===== src/rtl/f11_wbm_pkg.sv =====
// f11_wbm_pkg -- shared definitions for the f11_wbm Wishbone master:
// state encodings, counter defaults and the byte-lane select encoder.
package f11_wbm_pkg;

  // Default widths used as parameter defaults by the master and moderator
  localparam int AW_DEF = 22;
  localparam int TW_DEF = 6;
  localparam int MW_DEF = 6;

  // Counter maxima for the default widths (all-ones saturation values)
  localparam int TMO_MAX_DEF = (1 << TW_DEF) - 1;
  localparam int MOD_MAX_DEF = (1 << MW_DEF) - 1;

  // State enumeration, kept as plain constants for legacy tool flows
  localparam logic [2:0] ST_IDLE  = 3'd0;
  localparam logic [2:0] ST_MWAIT = 3'd1;
  localparam logic [2:0] ST_MSTB  = 3'd2;
  localparam logic [2:0] ST_LOCK  = 3'd3;
  localparam logic [2:0] ST_IAK   = 3'd4;

  // Byte-lane select: reads take both lanes; byte writes pick the lane
  // addressed by bit 0 (odd address -> high lane).
  function automatic logic [1:0] sel_enc(input logic is_wr,
                                         input logic byte_wr,
                                         input logic a0);
    if (!is_wr)
      return 2'b11;
    return {~byte_wr | a0, ~byte_wr | ~a0};
  endfunction

endpackage


===== src/rtl/f11_wbm_mod.sv =====
// f11_wbm_mod -- slow-clock moderator counter. In slow simulation mode it
// counts idle cycles between strobes and then counts them back down on
// vm_clk_ena strobes before a bus cycle may start.
module f11_wbm_mod
  import f11_wbm_pkg::*;
#(
  parameter int MW = MW_DEF
) (
  input  logic          clk,
  input  logic          rst_n,
  input  logic          slow,
  input  logic          ena,
  input  logic          inc_en,
  input  logic          dec_en,
  output logic [MW-1:0] cnt
);

  localparam logic [MW-1:0] CNT_MAX = '1;

  // Count up while idle without strobe, down while waiting on strobes
  always_ff @(posedge clk or negedge rst_n) begin
    if (!rst_n)
      cnt <= '0;
    else if (!slow)
      cnt <= '0;
    else if (inc_en && !ena && cnt != CNT_MAX)
      cnt <= cnt + 1'b1;
    else if (dec_en && ena && cnt != '0)
      cnt <= cnt - 1'b1;
  end

endmodule


===== src/rtl/f11_wbm.sv =====
// f11_wbm -- Wishbone bus master with read/write/RMW-lock transfers,
// interrupt-vector channel, bus timeout and slow-clock moderation.
// Optional feature: define F11_WBM_ERR_EN to add the wbm_err_i bus-error
// input as an extra abort source (ack still wins over err).
module f11_wbm
  import f11_wbm_pkg::*;
#(
  parameter int AW = AW_DEF,
  parameter int TW = TW_DEF,
  parameter int MW = MW_DEF
) (
  input  logic          vm_clk_p,
  input  logic          vm_rst_n,
  input  logic          vm_clk_ena,
  input  logic          vm_clk_slow,
  input  logic          req_rd,
  input  logic          req_wr,
  input  logic          req_iak,
  input  logic          req_byte,
  input  logic          req_lock,
  input  logic          req_ios,
  input  logic [AW-1:0] req_adr,
  input  logic [15:0]   req_dat,
  output logic          rsp_rdy,
  output logic          rsp_done,
  output logic          rsp_err,
  output logic [15:0]   rsp_dat,
  input  logic          wbm_gnt_i,
  input  logic          wbm_ack_i,
  input  logic [15:0]   wbm_dat_i,
  output logic          wbm_cyc_o,
  output logic          wbm_stb_o,
  output logic          wbm_we_o,
  output logic          wbm_ios_o,
  output logic [1:0]    wbm_sel_o,
  output logic [AW-1:0] wbm_adr_o,
  output logic [15:0]   wbm_dat_o,
  input  logic [15:0]   wbi_dat_i,
  input  logic          wbi_ack_i,
  output logic          wbi_stb_o
`ifdef F11_WBM_ERR_EN
  ,
  input  logic          wbm_err_i
`endif
);

  // Timeout fires on the cycle whose count would reach all-ones
  localparam logic [TW-1:0] TMO_LAST = {{(TW-1){1'b1}}, 1'b0};

  logic [2:0]    state;
  logic [TW-1:0] tmo_cnt;
  logic [MW-1:0] mod_cnt;
  logic          lock_q;
  logic          take_rd;
  logic          take_wr;
  logic          take_iak;
  logic          take_bus;
  logic          tmo_counting;
  logic          tmo_hit;
  logic          bus_err;

  assign rsp_rdy  = (state == ST_IDLE) || (state == ST_LOCK);
  assign take_rd  = rsp_rdy & req_rd;
  assign take_wr  = rsp_rdy & req_wr & ~req_rd;
  assign take_iak = rsp_rdy & req_iak & ~req_rd & ~req_wr;
  assign take_bus = take_rd | take_wr;

  assign tmo_counting = (wbm_stb_o & wbm_gnt_i) | wbi_stb_o;
  assign tmo_hit      = tmo_counting && (tmo_cnt == TMO_LAST);

`ifdef F11_WBM_ERR_EN
  assign bus_err = wbm_err_i;
`else
  assign bus_err = 1'b0;
`endif

  f11_wbm_mod #(
    .MW(MW)
  ) u_mod (
    .clk    (vm_clk_p),
    .rst_n  (vm_rst_n),
    .slow   (vm_clk_slow),
    .ena    (vm_clk_ena),
    .inc_en ((state == ST_IDLE) && !take_bus),
    .dec_en (state == ST_MWAIT),
    .cnt    (mod_cnt)
  );

  // Bus timeout: runs while a strobe is outstanding, clears otherwise
  always_ff @(posedge vm_clk_p or negedge vm_rst_n) begin
    if (!vm_rst_n)
      tmo_cnt <= '0;
    else if (tmo_counting)
      tmo_cnt <= tmo_cnt + 1'b1;
    else
      tmo_cnt <= '0;
  end

  // Transfer sequencer: accepts requests, drives the bus, reports result
  always_ff @(posedge vm_clk_p or negedge vm_rst_n) begin
    if (!vm_rst_n) begin
      state     <= ST_IDLE;
      lock_q    <= 1'b0;
      wbm_cyc_o <= 1'b0;
      wbm_stb_o <= 1'b0;
      wbm_we_o  <= 1'b0;
      wbm_ios_o <= 1'b0;
      wbm_sel_o <= 2'b00;
      wbm_adr_o <= '0;
      wbm_dat_o <= '0;
      wbi_stb_o <= 1'b0;
      rsp_done  <= 1'b0;
      rsp_err   <= 1'b0;
      rsp_dat   <= '0;
    end else begin
      rsp_done <= 1'b0;
      rsp_err  <= 1'b0;
      case (state)
        ST_IDLE, ST_LOCK: begin
          if (take_bus) begin
            wbm_adr_o <= req_adr;
            wbm_ios_o <= req_ios;
            wbm_dat_o <= req_dat;
            wbm_we_o  <= take_wr;
            wbm_sel_o <= sel_enc(take_wr, req_byte, req_adr[0]);
            lock_q    <= req_lock;
            if (state == ST_LOCK || !vm_clk_slow || mod_cnt == '0) begin
              state     <= ST_MSTB;
              wbm_cyc_o <= 1'b1;
              wbm_stb_o <= 1'b1;
            end else begin
              state <= ST_MWAIT;
            end
          end else if (take_iak) begin
            state     <= ST_IAK;
            lock_q    <= 1'b0;
            wbm_cyc_o <= 1'b0;
            wbi_stb_o <= 1'b1;
          end
        end
        ST_MWAIT: begin
          if (mod_cnt == '0) begin
            state     <= ST_MSTB;
            wbm_cyc_o <= 1'b1;
            wbm_stb_o <= 1'b1;
          end
        end
        ST_MSTB: begin
          if (wbm_ack_i) begin
            wbm_stb_o <= 1'b0;
            wbm_we_o  <= 1'b0;
            rsp_done  <= 1'b1;
            if (!wbm_we_o)
              rsp_dat <= wbm_dat_i;
            if (lock_q) begin
              state <= ST_LOCK;
            end else begin
              state     <= ST_IDLE;
              wbm_cyc_o <= 1'b0;
            end
          end else if (tmo_hit || bus_err) begin
            state     <= ST_IDLE;
            lock_q    <= 1'b0;
            wbm_stb_o <= 1'b0;
            wbm_cyc_o <= 1'b0;
            wbm_we_o  <= 1'b0;
            rsp_err   <= 1'b1;
          end
        end
        ST_IAK: begin
          if (wbi_ack_i) begin
            state     <= ST_IDLE;
            wbi_stb_o <= 1'b0;
            rsp_dat   <= wbi_dat_i;
            rsp_done  <= 1'b1;
          end else if (tmo_hit) begin
            state     <= ST_IDLE;
            wbi_stb_o <= 1'b0;
            rsp_err   <= 1'b1;
          end
        end
        default: begin
          state     <= ST_IDLE;
          wbm_cyc_o <= 1'b0;
          wbm_stb_o <= 1'b0;
          wbi_stb_o <= 1'b0;
        end
      endcase
    end
  end

endmodule


===== config.mk =====
export PLATFORM = sky130hd
export DESIGN_NAME = f11_wbm
export DESIGN_NICKNAME = d
export VERILOG_FILES = /design/src/rtl/f11_wbm_pkg.sv /design/src/rtl/f11_wbm_mod.sv /design/src/rtl/f11_wbm.sv
export SDC_FILE = /design/constraint.sdc
export NUM_CORES = 1
export LEC_CHECK = 0
export ABC_AREA = 1
export CAP_MARGIN = 20
export CORE_MARGIN = 10
export CORE_UTILIZATION = 40
export DETAILED_ROUTE_END_ITERATION = 7
export GPL_TIMING_DRIVEN = 1
export HOLD_SLACK_MARGIN = 0.03
export PLACE_DENSITY = 0.78
export SYNTH_ARGS = -nofsm -noshare
export SYNTH_HDL_FRONTEND = slang
export SYNTH_HIERARCHICAL = 1
export SYNTH_SLANG_ARGS = --single-unit

===== constraint.sdc =====
create_clock -name vm_clk_p -period 2 [get_ports vm_clk_p]
set_input_delay 0.3 -clock vm_clk_p [delete_from_list [all_inputs] [get_ports vm_clk_p]]
set_output_delay 0.3 -clock vm_clk_p [all_outputs]
set_load 0.03 [all_outputs]

==> impl_metrics.yaml <==
sta:
  rsz0062_at_grt: "true"
  maxSlewViolCount: 0
  setup_ws_ns: 0.0449
  finClkSkew_ns: 0.0109
  fin_hold_ws_ns: 0.396
  min_period_ns: 1.96
  setup-violations-final: 0
  tightest_slew_ns: 0.527
  hold_viol: 0
  max_clock_freq_mhz: 511
  setup_tns_ns: 0
  max_slew_margin_pct: 64.9
  final.period_utilization_pct: 97.8
die:
  dieArea_mm2: 0.0139
  ios: 147
  die_h_um: 118
  initial_core_util_pct: 41.3
  die_width_um: 118
  std_cell_rows: 35
  core_area_mm2: 0.00928
pwr:
  seqPwrFrac_pct: 28.8
  power_density_mw_per_mm2: 1590
  peakVddDrop_v: 0.000739
  p_leak_nw: 2.90
  switchingPower_w: 0.00425
  combPwrFrac_pct: 58.7
  clkPwrFrac_pct: 12.6
  cellInternalPower_w: 0.00509
  swShare_pct: 45.5
routing:
  via_count: 3734
  route.detailed.wl_per_inst_um: 14.3
  ant_nets: 0
  first_iter_violations: 244
  via_per_inst: 4.68
  drc_errors: 0
  dr.pass1.iters: 4
  wirelength_mm: 11.4
synthesis:
  synth-async-reset-ratio_pct: 100
  synth_edf_count: 0
  syn-num-nets: 583
  yosysWarnings: 6
  syn-cell-area_mm2: 0.00384
  ys_ff_latch: 79
  synth_flop_cell: "dfrtp_1"
  yosysSeqAreaShare_pct: 51.5
  yosysUniqueCellTypes: 28
  syn_inst: 493
  avgSynthCellArea_um2: 7.78
worst_setup_path:
  worst_setup_path_start_kind: "register"
  end_kind: "register"
  r2r_end: "u_mod/cnt[5]$_DFFE_PN0P_"
  cp_max_fo: 6
  ff2ff_path_depth: 14
  arrival_ns: 2.18
  r2r-start: "state[1]$_DFFE_PN0P_"
  cp.required_ns: 2.23
  critical_path_class: "register to register"
  r2r_slack_ns: 0.04
global_route:
  overflow: 0
  track_usage_pct: 16.3
  grt_max_degree: 42
  grt_pass1_vias: 3820
  grt_pass1_wl_mm: 18.9
  antenna_found_initial: 1
layout:
  nFillCells: 830
  multiInputGateArea_mm2: 0.00162
  fin_nets: 754
  drive_above_1_share_pct: 11.1
  synthToLayoutAreaGrowth_pct: 52.9
  antenna_cells: 0
  seq_area_mm2: 0.00198
  final_cell_mix: "223 x nand2_1, 143 x clkdlybuf4s50_1, 79 x dfrtp_1"
  layout_commonest_cell: "nand2_1"
clock_tree:
  cts_tree: "built"
  cts_made_buffers: 9
  cts_buffer_depth: 2
  cts_root_buf: "clkbuf_8"
  clock_sinks: 79
  htreeDepth: 3
  clk_pin_slew_ns: 0.08
  clkLatencyLatePin_ns: 0.34
outcome:
  status: "completed"
worst_hold_path:
  hold_depth: 3
  hp-class: "primary input to register"
  hp-start: "req_rd"
  hold_path_end: "wbm_we_o$_DFFE_PN0P_"
placed_design:
  io_buffers: 146
  preCtsSetupSlack_ns: -0.414
  dp_hpwl_mm: 8.93
  gp_congestion: 0.953
job:
  cap_violations: 0
[metrics by stage]
stage	cell area [um^2]	total power (W)	util, %	instances
after global placement	5600	0.00797	60.3	778
after detailed placement	5600	0.00814	60.3	778
final	5870	0.00934	63.2	798
after floorplan	3880	0.00591	-	493
after CTS	5810	0.00935	62.6	795
after global routing	5870	0.0101	63.2	798
[critical path, stage by stage, from the launching register on]
cell and delay (ns):
dfrtp_1 0.39, nor2_2 0.13, nand2_2 0.08, nor2_1 0.10
inv_1 0.07, nor2_4 0.14, nand2_4 0.11, ha_4 0.30
nand2_2 0.06, inv_2 0.06, nand3_1 0.09, nand3_2 0.08
nand3_1 0.08, nand3_1 0.09, nand2_1 0.05
[registers in the layout, summed over array words and instances, names as in the netlist]
| register | cells |
|---|---|
| wbm_adr_o | 22 |
| rsp_dat | 16 |
| wbm_dat_o | 16 |
| tmo_cnt | 6 |
| u_mod/cnt | 6 |
| state | 3 |
| wbm_sel_o | 2 |
| lock_q | 1 |
| rsp_done | 1 |
| rsp_err | 1 |
| wbi_stb_o | 1 |
| wbm_cyc_o | 1 |
| wbm_ios_o | 1 |
| wbm_stb_o | 1 |
| wbm_we_o | 1 |
[what timing repair did]
item	4_1_cts	5_1_grt
endpoints found under the hold margin	38	0
hold buffers	1	0
setup endpoints to repair	5	4
pin swaps	0	15
buffers inserted	0	3
gates resized for setup	3	16
[cells by family (layout without fill, tap and decap cells)]
family / after synthesis / after routing / synth area share, %
XOR/XNOR: 3 / 3 / 0.685
AO/OA/AOI/OAI: 45 / 45 / 6.62
adder cells (fa/ha/maj): 7 / 7 / 2.48
flip-flops: 79 / 79 / 51.5
buffers and inverters: 68 / 244 / 8.28
AND/OR/NAND/NOR: 291 / 291 / 30.4
[metal layers]
metal | wire length, um | global-route usage [%]
met1 | 4930 | 19.2
met3 | 678 | 5.04
met5 | 8 | 0
met2 | 5620 | 27.6
met4 | 164 | 5.02
[worst max path at each step]
stage,endpoint,cells past startpoint,startpoint,slack [ns]
floorplan,u_mod/cnt[3]$_DFFE_PN0P_,13,state[0]$_DFFE_PN0P_,0.01
global placement,u_mod/cnt[3]$_DFFE_PN0P_,13,req_wr,-0.36
detailed placement,u_mod/cnt[4]$_DFFE_PN0P_,12,req_wr,-0.41
CTS,u_mod/cnt[4]$_DFFE_PN0P_,12,req_wr,0.02
global route,u_mod/cnt[5]$_DFFE_PN0P_,14,state[1]$_DFFE_PN0P_,-0.1
finish,u_mod/cnt[5]$_DFFE_PN0P_,14,state[1]$_DFFE_PN0P_,0.04
[power by group through the flow]
stage	Combinational, W	Sequential (W)	Clock, W
2_1_floorplan	0.00199	0.00392	0
3_3_place_gp	0.00528	0.00269	0
3_5_place_dp	0.00542	0.00272	0
4_1_cts	0.00543	0.00269	0.00123
5_1_grt	0.00599	0.00279	0.00130
6_report	0.00548	0.00269	0.00118
[cells in the mapped netlist, types with 2 or more instances]
| cell type | instances | area, um^2 |
|---|---|---|
| ha_1 | 6 | 75.1 |
| buf_6 | 4 | 45.0 |
| xor2_1 | 2 | 17.5 |
| nand2_2 | 2 | 12.5 |
| buf_2 | 4 | 20.0 |
| a21oi_1 | 9 | 45.0 |
| nand3_1 | 18 | 90.1 |
| nand2_1 | 229 | 860 |
| dfrtp_1 | 79 | 1980 |
| nor2_1 | 27 | 101 |
| nand4_1 | 8 | 50.1 |
| nand2_4 | 2 | 22.5 |
| buf_4 | 6 | 45.0 |
| o21ai_0 | 31 | 155 |
| inv_1 | 48 | 180 |
| nor2_2 | 2 | 12.5 |
| clkbuf_2 | 2 | 10.0 |
| nor3_1 | 2 | 10.0 |
| inv_2 | 3 | 11.3 |
[area by class of cell]
cell class,count,share of cell area [%]
clock buffer,10,2.18
multi-input combinational,346,27.6
sequential,79,33.7
inverter,52,3.37
clock inverter,6,1.15
timing repair buffer,176,29.2
tap,129,2.75
Note: power is estimated with default switching activity, not from simulation.
